### config.mk
export PLATFORM = sky130hd
export DESIGN_NAME = ahb_lite_master_bridge_flat
export DESIGN_NICKNAME = d
export VERILOG_FILES = /design/src/rtl/ahb_pkg.sv /design/src/rtl/ahb_lite_master_bridge_if.sv /design/src/rtl/ahb_wdata_lane.sv /design/src/rtl/ahb_lite_master_bridge.sv /design/src/flat_wrapper.sv
export SDC_FILE = /design/constraint.sdc
export NUM_CORES = 1
export LEC_CHECK = 0
export ABC_AREA = 1
export CAP_MARGIN = 20
export CORE_MARGIN = 5
export CORE_UTILIZATION = 27
export CTS_CLUSTER_DIAMETER = 50
export DETAILED_ROUTE_END_ITERATION = 8
export SKIP_LAST_GASP = 1
export SYNTH_ARGS = -nofsm -noshare
export SYNTH_HDL_FRONTEND = slang
export SYNTH_SLANG_ARGS = --single-unit
### constraint.sdc
create_clock -name hclk -period 11.3 [get_ports hclk]
set_input_delay 2.26 -clock hclk [delete_from_list [all_inputs] [get_ports hclk]]
set_output_delay 2.26 -clock hclk [all_outputs]
set_load 0.05 [all_outputs]
### src/rtl/ahb_pkg.sv
// AHB-Lite encodings shared by the LSU bridge and its helpers.
package ahb_pkg;
  localparam logic [1:0] HTRANS_IDLE   = 2'b00;
  localparam logic [1:0] HTRANS_NONSEQ = 2'b10;
  localparam logic [2:0] HSIZE_BYTE    = 3'b000;
  localparam logic [2:0] HSIZE_HALF    = 3'b001;
  localparam logic [2:0] HSIZE_WORD    = 3'b010;
  localparam logic [2:0] HBURST_SINGLE = 3'b000;
  localparam logic       HRESP_OKAY    = 1'b0;
  localparam logic       HRESP_ERROR   = 1'b1;
endpackage

### src/rtl/ahb_lite_master_bridge_if.sv
// LSU request/response channel plus AHB-Lite master bus, bundled for the bridge.
interface ahb_lite_master_bridge_if #(
  parameter int ADDR_W = 32
);
  logic              req_valid;
  logic              req_ready;
  logic              req_write;
  logic [1:0]        req_size;
  logic [ADDR_W-1:0] req_addr;
  logic [31:0]       req_wdata;
  logic              rsp_valid;
  logic [31:0]       rsp_rdata;
  logic              rsp_err;
  logic [1:0]        htrans;
  logic              hwrite;
  logic [2:0]        hsize;
  logic [2:0]        hburst;
  logic [3:0]        hprot;
  logic [ADDR_W-1:0] haddr;
  logic [31:0]       hwdata;
  logic              hready;
  logic [31:0]       hrdata;
  logic              hresp;

  modport master (
    input  req_valid, req_write, req_size, req_addr, req_wdata, hready, hrdata, hresp,
    output req_ready, rsp_valid, rsp_rdata, rsp_err,
           htrans, hwrite, hsize, hburst, hprot, haddr, hwdata
  );

  modport slave (
    output req_valid, req_write, req_size, req_addr, req_wdata, hready, hrdata, hresp,
    input  req_ready, rsp_valid, rsp_rdata, rsp_err,
           htrans, hwrite, hsize, hburst, hprot, haddr, hwdata
  );
endinterface

### src/rtl/ahb_wdata_lane.sv
// Byte-lane replication of right-aligned store data and the size/address alignment check.
module ahb_wdata_lane (
  input  logic [1:0]  size,
  input  logic [1:0]  addr_lo,
  input  logic [31:0] wdata,
  output logic [31:0] rep_wdata,
  output logic        legal
);
  import ahb_pkg::*;

  always_comb begin
    rep_wdata = wdata;
    legal     = 1'b0;
    case ({1'b0, size})
      HSIZE_BYTE: begin
        rep_wdata = {4{wdata[7:0]}};
        legal     = 1'b1;
      end
      HSIZE_HALF: begin
        rep_wdata = {2{wdata[15:0]}};
        legal     = ~addr_lo[0];
      end
      HSIZE_WORD: legal = (addr_lo == 2'b00);
      default:    legal = 1'b0;
    endcase
  end
endmodule

### src/rtl/ahb_lite_master_bridge.sv
// LSU valid/ready to AHB-Lite single-transfer master; address phase of N overlaps data phase of N-1.
module ahb_lite_master_bridge #(
  parameter logic [3:0] HPROT_VAL = 4'b0011,
  parameter int         ADDR_W    = 32
) (
  input logic                   hclk,
  input logic                   hreset,
  ahb_lite_master_bridge_if.master bus
);
  import ahb_pkg::*;

  logic              legal;
  logic [31:0]       rep_wdata;
  logic              req_ready, accept, err_first;

  logic              ap_valid;
  logic [31:0]       ap_wdata;
  logic [1:0]        htrans_q;
  logic              hwrite_q;
  logic [2:0]        hsize_q;
  logic [ADDR_W-1:0] haddr_q;

  logic              dp_valid, dp_write;
  logic [31:0]       hwdata_q;

  logic              abort_pend, abort_go;
  logic              rsp_valid_q, rsp_err_q;
  logic [31:0]       rsp_rdata_q;

  ahb_wdata_lane u_lane (
    .size      (bus.req_size),
    .addr_lo   (bus.req_addr[1:0]),
    .wdata     (bus.req_wdata),
    .rep_wdata (rep_wdata),
    .legal     (legal)
  );

  // Misaligned requests only enter once the pipe is empty, so their
  // immediate error response can never overtake an older transfer.
  assign req_ready = bus.hready & (bus.hresp == HRESP_OKAY) & ~abort_pend
                   & (legal | (~ap_valid & ~dp_valid));
  assign accept    = bus.req_valid & req_ready;
  assign err_first = ~bus.hready & (bus.hresp == HRESP_ERROR);

  always_ff @(posedge hclk or posedge hreset) begin
    if (hreset) begin
      ap_valid    <= 1'b0;
      ap_wdata    <= '0;
      htrans_q    <= HTRANS_IDLE;
      hwrite_q    <= 1'b0;
      hsize_q     <= '0;
      haddr_q     <= '0;
      dp_valid    <= 1'b0;
      dp_write    <= 1'b0;
      hwdata_q    <= '0;
      abort_pend  <= 1'b0;
      abort_go    <= 1'b0;
      rsp_valid_q <= 1'b0;
      rsp_err_q   <= 1'b0;
      rsp_rdata_q <= '0;
    end else begin
      rsp_valid_q <= 1'b0;
      rsp_err_q   <= 1'b0;

      if (bus.hready) begin
        dp_valid <= ap_valid;
        if (ap_valid) begin
          dp_write <= hwrite_q;
          hwdata_q <= ap_wdata;
        end
        if (accept && legal) begin
          ap_valid <= 1'b1;
          htrans_q <= HTRANS_NONSEQ;
          haddr_q  <= bus.req_addr;
          hsize_q  <= {1'b0, bus.req_size};
          hwrite_q <= bus.req_write;
          ap_wdata <= rep_wdata;
        end else begin
          ap_valid <= 1'b0;
          htrans_q <= HTRANS_IDLE;
        end
      end else if (err_first && ap_valid) begin
        // Cancel the queued address phase; it is answered with an error later.
        ap_valid   <= 1'b0;
        htrans_q   <= HTRANS_IDLE;
        abort_pend <= 1'b1;
      end

      if (bus.hready && dp_valid) begin
        rsp_valid_q <= 1'b1;
        rsp_rdata_q <= dp_write ? 32'h0 : bus.hrdata;
        rsp_err_q   <= (bus.hresp == HRESP_ERROR);
        abort_go    <= abort_pend;
      end else if (abort_go) begin
        rsp_valid_q <= 1'b1;
        rsp_rdata_q <= 32'h0;
        rsp_err_q   <= 1'b1;
        abort_pend  <= 1'b0;
        abort_go    <= 1'b0;
      end else if (accept && !legal) begin
        rsp_valid_q <= 1'b1;
        rsp_rdata_q <= 32'h0;
        rsp_err_q   <= 1'b1;
      end
    end
  end

  assign bus.req_ready = req_ready;
  assign bus.rsp_valid = rsp_valid_q;
  assign bus.rsp_rdata = rsp_rdata_q;
  assign bus.rsp_err   = rsp_err_q;
  assign bus.htrans    = htrans_q;
  assign bus.hwrite    = hwrite_q;
  assign bus.hsize     = hsize_q;
  assign bus.hburst    = HBURST_SINGLE;
  assign bus.hprot     = HPROT_VAL;
  assign bus.haddr     = haddr_q;
  assign bus.hwdata    = hwdata_q;
endmodule

### src/flat_wrapper.sv
// flat-port wrapper written by rule: the top's interface ports become plain ports
module ahb_lite_master_bridge_flat import ahb_pkg::*;
#(
  parameter logic [3:0] HPROT_VAL = 4'b0011,
  parameter int         ADDR_W    = 32
)
  (hclk, hreset, bus_req_valid, bus_req_write, bus_req_size, bus_req_addr, bus_req_wdata, bus_hready, bus_hrdata, bus_hresp, bus_req_ready, bus_rsp_valid, bus_rsp_rdata, bus_rsp_err, bus_htrans, bus_hwrite, bus_hsize, bus_hburst, bus_hprot, bus_haddr, bus_hwdata);
  ahb_lite_master_bridge_if #(.ADDR_W(ADDR_W)) bus_i ();
  input logic hclk;
  input logic hreset;
  input wire logic [$bits(bus_i.req_valid)-1:0] bus_req_valid;
  input wire logic [$bits(bus_i.req_write)-1:0] bus_req_write;
  input wire logic [$bits(bus_i.req_size)-1:0] bus_req_size;
  input wire logic [$bits(bus_i.req_addr)-1:0] bus_req_addr;
  input wire logic [$bits(bus_i.req_wdata)-1:0] bus_req_wdata;
  input wire logic [$bits(bus_i.hready)-1:0] bus_hready;
  input wire logic [$bits(bus_i.hrdata)-1:0] bus_hrdata;
  input wire logic [$bits(bus_i.hresp)-1:0] bus_hresp;
  output wire logic [$bits(bus_i.req_ready)-1:0] bus_req_ready;
  output wire logic [$bits(bus_i.rsp_valid)-1:0] bus_rsp_valid;
  output wire logic [$bits(bus_i.rsp_rdata)-1:0] bus_rsp_rdata;
  output wire logic [$bits(bus_i.rsp_err)-1:0] bus_rsp_err;
  output wire logic [$bits(bus_i.htrans)-1:0] bus_htrans;
  output wire logic [$bits(bus_i.hwrite)-1:0] bus_hwrite;
  output wire logic [$bits(bus_i.hsize)-1:0] bus_hsize;
  output wire logic [$bits(bus_i.hburst)-1:0] bus_hburst;
  output wire logic [$bits(bus_i.hprot)-1:0] bus_hprot;
  output wire logic [$bits(bus_i.haddr)-1:0] bus_haddr;
  output wire logic [$bits(bus_i.hwdata)-1:0] bus_hwdata;
  assign bus_i.req_valid = bus_req_valid;
  assign bus_i.req_write = bus_req_write;
  assign bus_i.req_size = bus_req_size;
  assign bus_i.req_addr = bus_req_addr;
  assign bus_i.req_wdata = bus_req_wdata;
  assign bus_i.hready = bus_hready;
  assign bus_i.hrdata = bus_hrdata;
  assign bus_i.hresp = bus_hresp;
  assign bus_req_ready = bus_i.req_ready;
  assign bus_rsp_valid = bus_i.rsp_valid;
  assign bus_rsp_rdata = bus_i.rsp_rdata;
  assign bus_rsp_err = bus_i.rsp_err;
  assign bus_htrans = bus_i.htrans;
  assign bus_hwrite = bus_i.hwrite;
  assign bus_hsize = bus_i.hsize;
  assign bus_hburst = bus_i.hburst;
  assign bus_hprot = bus_i.hprot;
  assign bus_haddr = bus_i.haddr;
  assign bus_hwdata = bus_i.hwdata;
  ahb_lite_master_bridge #(.HPROT_VAL(HPROT_VAL), .ADDR_W(ADDR_W)) u_core (.hclk(hclk), .hreset(hreset), .bus(bus_i));
endmodule
==> results.md, run 1 <==
- Post-Syn Instances: slightly above 600
- P_int: around 0.0013 W
- CP max-delay cell: clkdlybuf4s50_1
- Total die area: between 20,000 and 25,000 sq um
- Final net count: 900
- Mapped cell area: slightly below 6000 sq um
- GRT overflow: 0
- Vias in the first global route: 5,128
- Tightest Pin Transition: around 1.1 ns
- ANT nets after route: 0
- Seq pwr share: between 30% and 40%
- Skew-Pair Late Insertion Delay: a little over 0.4 ns
- Syn Area/Cell: around 9.6 sq um
- GPL Wtd Cong: about 0.8
- Total GRT Usage: about 15%
- CP Cell Sequence: clkdlybuf4s50_1 > o21ai_1 > nand2_2 > a21oi_4 > clkdlybuf4s50_1
- CTS tree: built
- Final Hold Slack: roughly 0.48 ns
- Pleak: between 4 and 5 nW
- Num CTS Buffers: 17
- Number of max-cap violations: 0
- Top Ports: approximately 220
- Fin. Hold Viols: 0
- Post-CTS sizing: 0
- Top cell type's share of synthesized area: ~60%
- PD cells: around 240 nW/um^2
- Synth Register Bits: between 100 and 150
- Status: finished clean
- Worst Path Arrival: 4.81 ns
- R2r worst-path depth: 6
- Flop2flop setup slack: 9.32 ns
- Ys Warns: 0
- Post-synth EDFFs: 0
- Period utilisation layout: around 63%
- Iteration-0 DRC Markers: between 300 and 400
- Top cell by count, worst path: clkdlybuf4s50_1
- Largest net degree at the start of global routing: roughly 90
- Fraction of layout instances using a drive strength above 1: 11.5%
- Worst vdd ir: slightly below 0.00009 V
- Core footprint: between 20,000 and 25,000 sq um
- Vias per inst: between 4 and 5
- Top-count cell post-synth: nand2_1
- Initial antenna violation count: 0
- TNS Setup: 0 ns
- Clock transition at path regs: approximately 0.06 ns
- Post-DP HPWL: between 10,000 and 15,000 um
- CTS Hold Bufs: 0
- Yosys cell types: 23
- Comb power frac: 36.4%
- Initial Util: between 20% and 30%
- FP Rows: 54
- Postcts setup bufs: 0
- Ys async rst share: 100%
- Setup Viol. Count Final: 0
- FMAX: 141 MHz
- DRC: 0
- Clk root buf: clkbuf_16
- Crit end category: output pin
- Vias after detailed routing: around 5.0k
- Wire per inst: ~17 um
- Worst Setup Start Kind: input port
- Period minus WS final: between 7 and 8 ns
- HP Class: flip-flop to flip-flop
- Switching Fraction: 37.7%
- Post-synth top flop: dfrtp_1
- Max Root-Sink Buffers: 2
- Drt pass-1 iters: 4
- Antenna Cells: 0
- Die W: 158 um
- Synth cell count leaders: nand2_1, dfrtp_1, nand4_1
- Seq/Total Area, Yosys: 58.6%
- Synth-to-Final Area Change: 49.7%
- DIE HEIGHT: 158 um
- Crit-path max FO: 29
- Hold depth: 2
- Top cell type by total area after synthesis: dfrtp_1
- CTS H-tree depth: 4
- Clk pwr share: between 30% and 40%
- Setup repair after global routing missed its margin: false
- IO Port Bufs: 206
- Critical path required time: 9.04 ns
- Slew Limit Fails: 0
- CTS sink cnt: between 100 and 150
- P_sw: slightly below 0.0008 W
- Setup Skew: roughly 0.0094 ns
- Area contributors post-synth: dfrtp_1, nand2_1, mux2_2, nand4_1, nand3_1
- Crit-path max cell delay: approximately 0.96 ns
- Post-Route WL: around 18,000 um
- Slew headroom: roughly 29%
- Global-route wire length before repair: between 20,000 and 30,000 um
- CP Class: input port to output pin
==> cell families after synthesis <==
logic type,after synthesis,share of synthesized area (%)
compound gates,16,1.55
buf+inv,61,5.18
flops,138,58.6
mux,41,7.84
other cells,2,0.128
simple gates,353,26.6
==> area by class of cell <==
| type | instances | area [sq um] |
|---|---|---|
| Tap cell | 280 | 350 |
| Fill cell | 2153 | 12800 |
| Clock buffer | 17 | 425 |
| Sequential cell | 138 | 3450 |
| Timing Repair Buffer | 214 | 2130 |
| Clock inverter | 15 | 245 |
| Inverter | 6 | 27.5 |
| Multi-Input combinational cell | 419 | 2190 |
==> state kept, by name, indices dropped and copies added, names as in the netlist, 2 cells and up <==
| register | count |
|---|---|
| u_core.bus.hsize | 2 |
| u_core.bus.rsp_rdata | 32 |
| u_core.ap_wdata | 32 |
| u_core.bus.haddr | 32 |
| u_core.bus.hwdata | 32 |
==> per-stage QoR <==
| stage | power, W | setup slack, ns | std cells | instance area (sq um) | util (%) |
|---|---|---|---|---|---|
| after floorplan | 0.00117 | 5.34 | 618 | 5910 | - |
| after global placement | 0.00145 | 4.22 | 1056 | 8130 | 37.6 |
| after detailed placement | 0.00145 | 4.23 | 1057 | 8150 | 37.7 |
| after CTS | 0.00210 | 4.23 | 1089 | 8820 | 40.8 |
| after global routing | 0.00218 | 4.07 | 1089 | 8820 | 40.8 |
| final | 0.00207 | 4.23 | 1089 | 8820 | 40.8 |
==> worst max-delay path: cells and delay by family <==
kind / cells / cell delay [ns]
and+or+nand+nor: 1 / 0.17
buffers and inverters: 2 / 1.80
AOI/OAI and AO/OA: 2 / 0.58
==> path summary, 6_finish.rpt <==
kind | start | to
min | u_core.ap_wdata[7] | u_core.ap_wdata[7]
max in group asynchronous | hreset | u_core.bus.rsp_rdata[31]
max reg2reg | u_core.abort_pend | u_core.bus.haddr[0]
min reg2reg | u_core.ap_wdata[7] | u_core.ap_wdata[7]
min in group asynchronous | hreset | u_core.bus.rsp_rdata[7]
max | bus_req_size[1] | bus_req_ready
==> routing by layer <==
layer	vias up	GRT usage [%]	routed length, um
met5	-	0	0
met4	0	6.47	517
met3	31	4.46	1180
met2	162	23.8	8860
met1	2371	19.3	7810
li1	2408	-	-
==> cells in the final DEF (no fill, tap or decap), types with 2 or more instances in the layout <==
| cell | instances |
|---|---|
| nand2_1 | 237 |
| clkdlybuf4s50_1 | 205 |
| dfrtp_1 | 138 |
| nand4_1 | 68 |
| mux2_2 | 41 |
| nand3_1 | 40 |
| clkbuf_16 | 17 |
| o21ai_0 | 9 |
| conb_1 | 9 |
| buf_4 | 7 |
| bufinv_16 | 6 |
| nor2_1 | 4 |
| inv_2 | 3 |
| inv_6 | 3 |
| clkinv_2 | 3 |
| inv_1 | 2 |
| a21oi_4 | 2 |
| clkinvlp_4 | 2 |
| clkinv_4 | 2 |
==> power groups by stage <==
stage / clock network, W / logic, W / registers [W]
2_1_floorplan: 0 / 0.000157 / 0.00101
3_3_place_gp: 0 / 0.000757 / 0.000692
3_5_place_dp: 0 / 0.000761 / 0.000692
4_1_cts: 0.000655 / 0.000763 / 0.000687
5_1_grt: 0.000680 / 0.000796 / 0.000704
6_report: 0.000635 / 0.000754 / 0.000685
Power figures use the tool's default switching activity.
==> run 2: changes to the inputs <==
Clock period 11.3 ns to 5.8 ns, I/O delays scaled along.
==> results.md, run 2 (synthesized netlist as in run 1, its figures left out) <==
- Status: finished clean
- Worst Path Arrival: 3.23 ns (-1.58 ns)
- P_sw: 0.00153 W (+95%)
- Total die area: 24,900 sq um (unchanged)
- Top cell by count, worst path: clkdlybuf4s50_1
- P_int: 0.00243 W (+88%)
- Crit end category: output pin
- DIE HEIGHT: 158 um (unchanged)
- Commonest non-fill, non-tap cells in the layout: nand2_1, clkdlybuf4s50_1, dfrtp_1
- Max Root-Sink Buffers: 2 (unchanged)
- Worst Setup Start Kind: input port
- CTS H-tree depth: 4 (unchanged)
- Pleak: 4.15 nW (-0.49%)
- Slew Limit Fails: 0 (unchanged)
- Vias in the first global route: 5,113 (-0.29%)
- IO Port Bufs: 206 (unchanged)
- ANT nets after route: 0 (unchanged)
- Drt pass-1 iters: 4 (unchanged)
- Total GRT Usage: 14.8% (-0.29 points)
- Die W: 158 um (unchanged)
- Setup Skew: 0.0117 ns (+0.00228 ns)
- Worst path buffer plus inverter count: 2 (unchanged)
- Postcts setup bufs: 0 (unchanged)
- Worst hold endpoint: u_core.bus.haddr[18]
- Total power: 0.00396 W (+91%)
- Worst R2R Start: u_core.dp_valid
- R2r worst-path depth: 6 (unchanged)
- Synth-to-Final Area Change: 49.0%
- HP Class: flip-flop to flip-flop
- Core footprint: 21,600 sq um (unchanged)
- CP Class: input port to output pin
- Flop2flop setup slack: 3.83 ns (-5.49 ns)
- DRC: 0 (unchanged)
- Period utilisation layout: 75.6%
- Final instance area: 8780 sq um (-0.47%)
- Global-route wire length before repair: 28,700 um (-1.6%)
- CTS Hold Bufs: 0 (unchanged)
- Final net count: 901 (+0.11%)
- Most common cell after layout, fill and taps aside: nand2_1
- Skew-Pair Late Insertion Delay: 0.41 ns (about the same)
- Top Ports: 216 (unchanged)
- Crit-path max cell delay: 0.86 ns (-0.10 ns)
- CTS tree: built
- Comb power frac: 37.1% (+0.7 points)
- Top cell family by delay on the critical path: buffers and inverters
- Number of max-cap violations: 0 (unchanged)
- Worst vdd ir: 0.000172 V (+94%)
- Tightest Pin Transition: 0.935 ns (-0.133 ns)
- FMAX: about 230 MHz
- Clock transition at path regs: 0.06 ns (about the same)
- PD cells: 451 nW/um^2 (+92%)
- Placed instance area: 8150 sq um (about the same)
- Crit-path max FO: 13 (-55%)
- Fraction of layout instances using a drive strength above 1: 11.4% (-0.14 points)
- R2r endpoint: u_core.bus.haddr[0]
- Num CTS Buffers: 17 (unchanged)
- Critical hold path startpoint: u_core.bus.haddr[18]
- TNS Setup: 0 ns (unchanged)
- Seq pwr share: 33.7% (+0.7 points)
- CTS sink cnt: 138 (unchanged)
- Vias after detailed routing: 5,009 (+0.74%)
- Clk pwr share: 29.2% (-1.4 points)
- Setup Viol. Count Final: 0 (unchanged)
- GPL Wtd Cong: 0.792 (about the same)
- Period minus WS final: roughly 4.4 ns
- Vias per inst: 4.60 (+0.65%)
- FP Rows: 54 (unchanged)
- Antenna Cells: 0 (unchanged)
- Hold depth: 2 (unchanged)
- Initial antenna violation count: 0 (unchanged)
- CP Cell Sequence: clkdlybuf4s50_1 > o21ai_1 > nand2_2 > a21oi_4 > clkdlybuf4s50_1
- Setup repair after global routing missed its margin: false
- Largest net degree at the start of global routing: 102 (+12%)
- Post-CTS sizing: 0 (unchanged)
- Iteration-0 DRC Markers: 242 (-39%)
- Critical path required time: 4.64 ns (-4.40 ns)
- Wire per inst: 16.9 um (about the same)
- Clk root buf: clkbuf_16
- CP max-delay cell: clkdlybuf4s50_1
- Post-DP HPWL: 12,200 um (-0.18%)
- Switching Fraction: 38.6% (+0.87 points)
- Slew headroom: 37.5% (+9.0 points)
- GRT overflow: 0 (unchanged)
- Fin. Hold Viols: 0 (unchanged)
- Post-Route WL: 18,400 um (about the same)
- Initial Util: 27.2% (unchanged)
- Final Hold Slack: 0.478 ns (+0.00194 ns)
run 2: cell count changes in the layout (fill, tap and decap cells not counted):
cell | previous run | this run
bufinv_16 | 6 | 4
inv_6 | 3 | 4
clkbuf_1 | 0 | 2
clkinv_2 | 3 | 2
buf_4 | 7 | 8
run 2: worst max path at each step:
| stage | end | cells after the start | start | slack (ns) |
|---|---|---|---|---|
| global placement | bus_req_ready | 5 | bus_req_size[0] | 1.41 |
| finish | bus_req_ready | 5 | bus_req_size[0] | 1.41 |
| CTS | bus_req_ready | 5 | bus_req_size[0] | 1.39 |
| global route | bus_req_ready | 5 | bus_req_size[0] | 1.29 |
| floorplan | u_core.abort_go | 1 | hreset | 0.94 |
| detailed placement | bus_req_ready | 5 | bus_req_size[0] | 1.40 |
run 2: worst reg2reg max path: stages, from the launching register on:
cell and delay (ns):
dfrtp_1 0.44, nor2_1 0.16, inv_1 0.10, a21oi_4 0.18, buf_4 0.58, nand4_1 0.34
nand2_1 0.12
run 2: per-layer routing:
layer / global-route usage, % / up-vias / share of wire (%)
met5: 0 / - / 0
met4: 5.12 / 0 / 2.4
met3: 4.62 / 24 / 6.7
met2: 23.4 / 149 / 48
met1: 19.2 / 2432 / 43
li1: - / 2404 / -
run 2: power by group through the flow:
stage                     Clock, W  Sequential [W]  Combinational, W
after floorplan                  0         0.00197          0.000307
after global placement           0         0.00135           0.00148
after detailed placement         0         0.00135           0.00148
after CTS                  0.00118         0.00134           0.00149
after global routing       0.00123         0.00137           0.00155
final                      0.00116         0.00133           0.00147
run 2: metrics by stage:
step	utilization (%)	setup slack [ns]	instances
after global placement	37.6	1.41	1057
final	40.6	1.41	1090
after detailed placement	37.7	1.40	1058
after floorplan	-	0.944	618
after CTS	40.6	1.39	1090
after global routing	40.6	1.29	1090
run 2: cell type report:
type | count | area, sq um
multi-input cells | 419 | 2190
flip-flops and latches | 138 | 3450
clock buffers | 19 | 433
inverters | 6 | 27.5
repair buffers | 215 | 2140
well taps | 280 | 350
fillers | 2120 | 12800
clock inverters | 13 | 189
==> run 3: changes to the inputs <==
Clock period 5.8 ns to 3.6 ns, I/O delays scaled along.
==> results.md, run 3 (synthesized netlist as in run 1, its figures left out) <==
- FMAX: ~370 MHz
- Post-DP HPWL: 12,100 um (-0.79%)
- R2r worst-path depth: 6 (unchanged)
- IO Port Bufs: 206 (unchanged)
- FP Rows: 54 (unchanged)
- DRC: 0 (unchanged)
- Drt pass-1 iters: 4 (unchanged)
- Antenna Cells: 0 (unchanged)
- CTS H-tree depth: 4 (unchanged)
- Initial antenna violation count: 0 (unchanged)
- Fin. Hold Viols: 0 (unchanged)
- CTS Hold Bufs: 0 (unchanged)
- Synth-to-Final Area Change: 49.6%
- Worst R2R Start: u_core.abort_pend
- Global-route wire length before repair: 28,600 um (-0.29%)
- Num CTS Buffers: 17 (unchanged)
- Pleak: 4.17 nW (+0.42%)
- Core footprint: 21,600 sq um (unchanged)
- Vias after detailed routing: 4,967 (-0.84%)
- Status: finished clean
- Max Root-Sink Buffers: 2 (unchanged)
- DIE HEIGHT: 158 um (unchanged)
- Most common cell after layout, fill and taps aside: nand2_1
- Postcts setup bufs: 0 (unchanged)
- CP Class: input port to output pin
- Tightest Pin Transition: 0.801 ns (-0.134 ns)
- Largest net degree at the start of global routing: 139 (+36%)
- Commonest non-fill, non-tap cells in the layout: nand2_1, clkdlybuf4s50_1, dfrtp_1
- Critical path required time: 2.88 ns (-1.76 ns)
- PD cells: 727 nW/um^2 (+61%)
- Post-CTS sizing: 0 (unchanged)
- Slew headroom: 46.6% (+9.1 points)
- TNS Setup: 0 ns (unchanged)
- Total GRT Usage: 14.7% (-0.10 points)
- Worst hold endpoint: u_core.ap_wdata[10]
- Flop2flop setup slack: 1.71 ns (-2.12 ns)
- Setup repair after global routing missed its margin: false
- CTS tree: built
- Vias in the first global route: 5,024 (-1.7%)
- GPL Wtd Cong: 0.745 (-5.9%)
- Setup Skew: 0.00995 ns (-0.00177 ns)
- Fraction of layout instances using a drive strength above 1: 12.2% (+0.80 points)
- ANT nets after route: 0 (unchanged)
- HP Class: flip-flop to flip-flop
- Slew Limit Fails: 0 (unchanged)
- # fillers: 2,168 (+2.3%)
- Setup Viol. Count Final: 0 (unchanged)
- Iteration-0 DRC Markers: 289 (+19%)
- Worst vdd ir: 0.000294 V (+71%)
- GRT overflow: 0 (unchanged)
- Crit end category: output pin
- Vias per inst: 4.54 (-1.2%)
- Clk root buf: clkbuf_16
- Critical hold path startpoint: u_core.ap_wdata[10]
- Top cell by count, worst path: inv_2
- Final instance area: 8810 sq um (+0.37%)
- Clock transition at path regs: 0.07 ns (about the same)
- Initial Util: 27.2% (unchanged)
- Skew-Pair Late Insertion Delay: 0.42 ns (about the same)
- Crit-path max FO: 4 (-9)
- Crit-path max cell delay: 0.55 ns (-0.31 ns)
- Hold depth: 2 (unchanged)
- Setup ws final: 0.931 ns (-0.482 ns)
- CTS sink cnt: 138 (unchanged)
- R2r endpoint: u_core.ap_wdata[26]
- Die W: 158 um (unchanged)
- Worst Path Arrival: 1.95 ns (-1.28 ns)
- Top Ports: 216 (unchanged)
- Worst Setup Start Kind: input port
- Total die area: 24,900 sq um (unchanged)
- Placed instance area: 8190 sq um (+0.38%)
- Setup slack at placement: 0.776 ns (-0.628 ns)
- Final net count: 905 (+0.44%)
- Wire per inst: 16.8 um (-0.45%)
- CP Cell Sequence: clkdlybuf4s50_1 > inv_2 > nor3_4 > inv_2 > a21oi_4 > buf_12
- Number of max-cap violations: 0 (unchanged)
- CP max-delay cell: clkdlybuf4s50_1
- Period minus WS final: ~2.7 ns
- Period utilisation layout: between 70% and 80%
- Post-Route WL: 18,400 um (about the same)
-- run 3: cell types whose count changed in the layout (fill, tap and decap cells not counted), moves of 2 or more --
cell,change
clkinv_4,-2
clkbuf_1,-2
clkinv_2,-2
inv_8,+2
inv_6,+4
buf_4,+4
-- run 3: worst max-delay path, delay by kind of cell --
family	cells	cell delay, ns
buffers and inverters	4	0.87
and+or+nand+nor	1	0.21
AOI/OAI and AO/OA	1	0.15
-- run 3: worst max path at each step --
stage | start | end | cells after the start
3_5_place_dp | bus_hready | u_core.ap_wdata[30] | 8
2_1_floorplan | hreset | u_core.abort_go | 1
3_3_place_gp | bus_hready | u_core.bus.haddr[18] | 8
4_1_cts | bus_hready | bus_req_ready | 6
5_1_grt | bus_hready | bus_req_ready | 6
6_report | bus_hready | bus_req_ready | 6
-- run 3: layout make-up --
class,instances,area (sq um),share of cell area (%)
clock buffers,17,425,4.83
clock inverters,15,198,2.24
inverters,6,26.3,0.298
multi-input cells,419,2180,24.7
flip-flops and latches,138,3450,39.2
well taps,280,350,3.98
repair buffers,219,2180,24.7
-- run 3: stage by stage --
| step | total power, W | util, % | std cells | hold slack [ns] |
|---|---|---|---|---|
| after CTS | 0.00649 | 40.7 | 1094 | 0.482 |
| after floorplan | 0.00367 | - | 618 | 0.421 |
| after global routing | 0.00671 | 40.7 | 1094 | 0.495 |
| after detailed placement | 0.00457 | 37.9 | 1062 | 0.464 |
| final | 0.00641 | 40.7 | 1094 | 0.477 |
| after global placement | 0.00455 | 37.9 | 1062 | 0.460 |
-- run 3: metal layers --
layer | vias up | GRT usage [%] | routed length, um
li1 | 2416 | - | -
met4 | 0 | 6.06 | 522
met1 | 2379 | 19.7 | 7870
met2 | 144 | 22.2 | 8720
met3 | 28 | 4.40 | 1240
met5 | - | 0 | 0
-- run 3: power by group --
part           internal (W)  switching [W]
clock network       0.00112       0.000764
registers           0.00194       0.000216
logic              0.000818        0.00155
